===== config.mk =====
export PLATFORM = sky130hd
export DESIGN_NAME = sram_bus_master
export DESIGN_NICKNAME = d
export VERILOG_FILES = /design/src/rtl/sram_bus_master.sv
export SDC_FILE = /design/constraint.sdc
export NUM_CORES = 1
export LEC_CHECK = 0
export ABC_AREA = 1
export CAP_MARGIN = 0
export CORE_MARGIN = 5
export CORE_UTILIZATION = 45
export DETAILED_ROUTE_END_ITERATION = 7
export PLACE_DENSITY = 0.76
export SLEW_MARGIN = 20
export SYNTH_ARGS = -nofsm -noshare
export SYNTH_HDL_FRONTEND = slang
export SYNTH_SLANG_ARGS = --single-unit

===== constraint.sdc =====
create_clock -name i_Clk -period 1.9 [get_ports i_Clk]
set_clock_uncertainty 0.1 [all_clocks]
set_input_delay 0.38 -clock i_Clk [delete_from_list [all_inputs] [get_ports i_Clk]]
set_output_delay 0.38 -clock i_Clk [all_outputs]
set_load 0.05 [all_outputs]

===== src/rtl/sram_bus_master.sv =====
// rtl/sram_bus_master.sv - single-access initiator for an asynchronous SRAM with programmable setup/strobe/hold
module sram_bus_master #(
  parameter int ADDR_W     = 15,
  parameter int DATA_W     = 8,
  parameter int SETUP_CYC  = 1,
  parameter int STROBE_CYC = 2,
  parameter int HOLD_CYC   = 1
) (
  input  logic              i_Clk,
  input  logic              i_Rst_n,
  input  logic              i_Req,
  input  logic              i_Wr,
  input  logic [ADDR_W-1:0] i_Addr,
  input  logic [DATA_W-1:0] i_WData,
  output logic              o_Busy,
  output logic              o_Done,
  output logic [DATA_W-1:0] o_RData,
  output logic [ADDR_W-1:0] o_Addr,
  output logic [DATA_W-1:0] o_Data_Out,
  output logic              o_Data_OE,
  input  logic [DATA_W-1:0] i_Data_In,
  output logic              o_WE,
  output logic              o_OE,
  output logic              o_CE,
  output logic              o_CE2
);

  typedef enum logic [1:0] {
    IDLE   = 2'd0,
    SETUP  = 2'd1,
    STROBE = 2'd2,
    HOLD   = 2'd3
  } state_t;

  // The phase counter is loaded with length-1 so that it reads zero in the last cycle of a phase.
  localparam logic [7:0] SETUP_LD  = 8'(SETUP_CYC - 1);
  localparam logic [7:0] STROBE_LD = 8'(STROBE_CYC - 1);
  localparam logic [7:0] HOLD_LD   = 8'(HOLD_CYC - 1);

  state_t     state;
  logic [7:0] cnt;
  logic       wr_q;

  always_ff @(posedge i_Clk) begin
    if (!i_Rst_n) begin
      state      <= IDLE;
      cnt        <= 8'd0;
      wr_q       <= 1'b0;
      o_Busy     <= 1'b0;
      o_Done     <= 1'b0;
      o_RData    <= '0;
      o_Addr     <= '0;
      o_Data_Out <= '0;
      o_Data_OE  <= 1'b0;
      o_WE       <= 1'b1;
      o_OE       <= 1'b1;
      o_CE       <= 1'b1;
      o_CE2      <= 1'b0;
    end else begin
      o_Done <= 1'b0;
      case (state)
        IDLE: begin
          if (i_Req) begin
            state     <= SETUP;
            cnt       <= SETUP_LD;
            wr_q      <= i_Wr;
            o_Busy    <= 1'b1;
            o_Addr    <= i_Addr;
            o_Data_OE <= i_Wr;
            o_CE      <= 1'b0;
            o_CE2     <= 1'b1;
            if (i_Wr) begin
              o_Data_Out <= i_WData;
            end
          end
        end
        SETUP: begin
          if (cnt == 8'd0) begin
            state <= STROBE;
            cnt   <= STROBE_LD;
            o_WE  <= ~wr_q;
            o_OE  <= wr_q;
          end else begin
            cnt <= cnt - 8'd1;
          end
        end
        STROBE: begin
          if (cnt == 8'd0) begin
            state <= HOLD;
            cnt   <= HOLD_LD;
            o_WE  <= 1'b1;
            o_OE  <= 1'b1;
            // The SRAM is still driving the bus at this edge, so read data is taken here.
            if (!wr_q) begin
              o_RData <= i_Data_In;
            end
          end else begin
            cnt <= cnt - 8'd1;
          end
        end
        HOLD: begin
          if (cnt == 8'd0) begin
            state     <= IDLE;
            o_Busy    <= 1'b0;
            o_Done    <= 1'b1;
            o_Data_OE <= 1'b0;
            o_CE      <= 1'b1;
            o_CE2     <= 1'b0;
          end else begin
            cnt <= cnt - 8'd1;
          end
        end
        default: begin
          state <= IDLE;
        end
      endcase
    end
  end

endmodule


==> run summary <==
Status = finished clean
Mapped Nets = 335
Most frequent cell after synthesis = nor2_1
Synth top area cells = dfxtp_1 45%, nor2_1 9.1%, nand2_1 8.4%
Standard-cell rows = 25
Share of cells above drive strength 1 = 0.179
Die Y = 78.9 µm
Routability congestion estimate from global placement = 0.836
Cell area after synthesis = 2140 µm²
Post-cts resize count = 0
Fin cells = 423
Total GRT Usage = 0.172
Main combinational cell family by area after synthesis = simple AND/OR/NAND/NOR gates
Worst Path Max Fanout = 9
Nets = 409
Clk slew on worst S/H paths = 90 ps
HP Class = flop to flop
Initial antenna violation count = 0
Crit Path Class = flop to flop
Yosys top cell area share = 0.450
Synth Instances = 294
# fillers = 420
Vias in the first global route = 1925
Dpl cells = 415
Sequential area share after synthesis = 0.450
Post-synthesis simple-gate area fraction = 0.286
Xor/xnor share of the synthesized area = 0
Maximum root-to-sink buffer count = 2
Synth Flop Type = dfxtp_1
Hold path depth = 2
Synth Area in Compound Gates = 0.129
Initial DRT Pass Iterations = 4
CP Data Required Time = 2040 ps
CTS tree = built
Num CTS Buffers = 5
DRC = 0
Routed wire length = 5.13 mm
# diodes = 0
Top achievable clock speed = 575 MHz
DP HPWL = 4.02 mm
Count of final max-slew check failures = 0
Tmin final = 1740 ps
Post-synth EDFFs = 0
Commonest cells in the netlist = 52 x nor2_1, 48 x dfxtp_1, 48 x nand2_1
Crit start category = flop
Asr flop ratio synth = 0
Boundary Pins = 73
Core area = 4660 µm²
Routed len/inst = 12.1 µm
# setup viols final = 0
Port bufs = 72
ANT nets after route = 0
Worst rel slew slack = 0.658
Post-CTS setup buffer count = 0
Largest net degree at the start of global routing = 17
YS warnings = 0
Seq cells post-synth = 48
Crit path DAT = 1880 ps
Post-synthesis mux area share = 0
Total of max-cap violations = 0
First-pass GRT wire length = 8.63 mm
Flop-to-flop setup slack = 160 ps
Crit end category = flop
RSZ-0062 raised after global routing = no
H-tree depth = 2
Clock Tree Root = clkbuf_8
Chip Width = 78.9 µm
Synth area leader = dfxtp_1
CTS Sinks = 48
Floorplan die area = 6230 µm²
Area added between synthesis and finish = 37.2%
Worst Tran Pin Value = 513 ps
PwrDens = 1780 nW/µm²
Vias = 2037
Pleak = 1.34 nW
Via/cell ratio = 4.82
Clock Latency Late Sink = 290 ps
Hold buffer count at cts = 0
Avg Inst Size Synth = 7.27 µm²
R2R depth = 9
Final period util = 0.916
Final TNS setup = 0 ps
VDD IR max = 1.07 mV
Post-Synth Adder-Cell Area = 0.0351
Starting density of the core = 0.459
Starting DRC count in detailed routing = 121
Gr ovfl total = 0
Post-synth cell types = 26
Endpoints failing hold = 0
cell families after synthesis:
group / after synthesis
buf+inv: 49
flops: 48
simple gates: 138
fa+ha+maj: 6
compound gates: 53
flip-flops by register name, summed over array words and instances, names as in the netlist, 2 cells and up:
name	count
o_Addr	15
cnt	8
o_Data_Out	8
o_RData	8
state	2
final timing paths:
| kind | start | endpoint |
|---|---|---|
| worst max register to register | state[0] | cnt[2] |
| worst min register to register | o_RData[7] | o_RData[7] |
| worst max-delay path | state[0] | cnt[2] |
| worst min-delay path | o_RData[7] | o_RData[7] |
stage by stage:
step	hold WS (ps)	utilization	power, W	instance area [µm²]	setup slack [ps]
after CTS	352	0.629	0.00525	2930	176
after floorplan	345	-	0.00374	2140	372
final	349	0.629	0.00521	2930	160
after detailed placement	338	0.603	0.00446	2810	125
after global routing	361	0.629	0.00563	2930	9.95
after global placement	332	0.603	0.00441	2810	148
critical path, cell delays in order (launching register included):
cell,delay (ps)
dfxtp_1,380
inv_1,90
ha_1,260
inv_2,90
or2_1,280
buf_4,200
nand3_1,80
nand2_1,70
nand2_1,50
nor2_1,90
cell type report:
| class | instances | area, µm² | share of cell area |
|---|---|---|---|
| multi-input cells | 197 | 962 | 0.328 |
| flip-flops and latches | 48 | 961 | 0.328 |
| repair buffers | 80 | 686 | 0.234 |
| inverters | 36 | 135 | 0.0461 |
| clock buffers | 6 | 82.6 | 0.0282 |
| well taps | 54 | 67.6 | 0.0230 |
| clock inverters | 2 | 38.8 | 0.0132 |
power by group:
group          internal [W]  leakage [nW]  switching (W)
Combinational      0.000964         0.881        0.00200
Clock              0.000431        0.0614       0.000346
Sequential          0.00129         0.394       0.000184
layout by cell type (no fill, tap or decap), types with 2 or more instances in the layout:
master,count
nand2_1,48
nor2_1,52
inv_1,33
inv_2,2
a21oi_2,2
buf_4,46
dfxtp_1,48
a21oi_1,22
ha_1,6
nand3_1,23
clkdlybuf4s50_1,34
clkbuf_8,6
nand4_1,6
o21ai_1,3
o21ai_0,25
nand2_2,4
per-layer routing:
metal,routed length [µm],share of wire,up-vias,track usage
met1,2310,0.45,912,0.204
met2,2430,0.47,48,0.297
met5,0,0,-,0
met3,370,0.072,2,0.0590
met4,27,0.0053,0,0.0412
li1,-,-,1075,-
No activity file was read; power rests on OpenSTA's default activity.
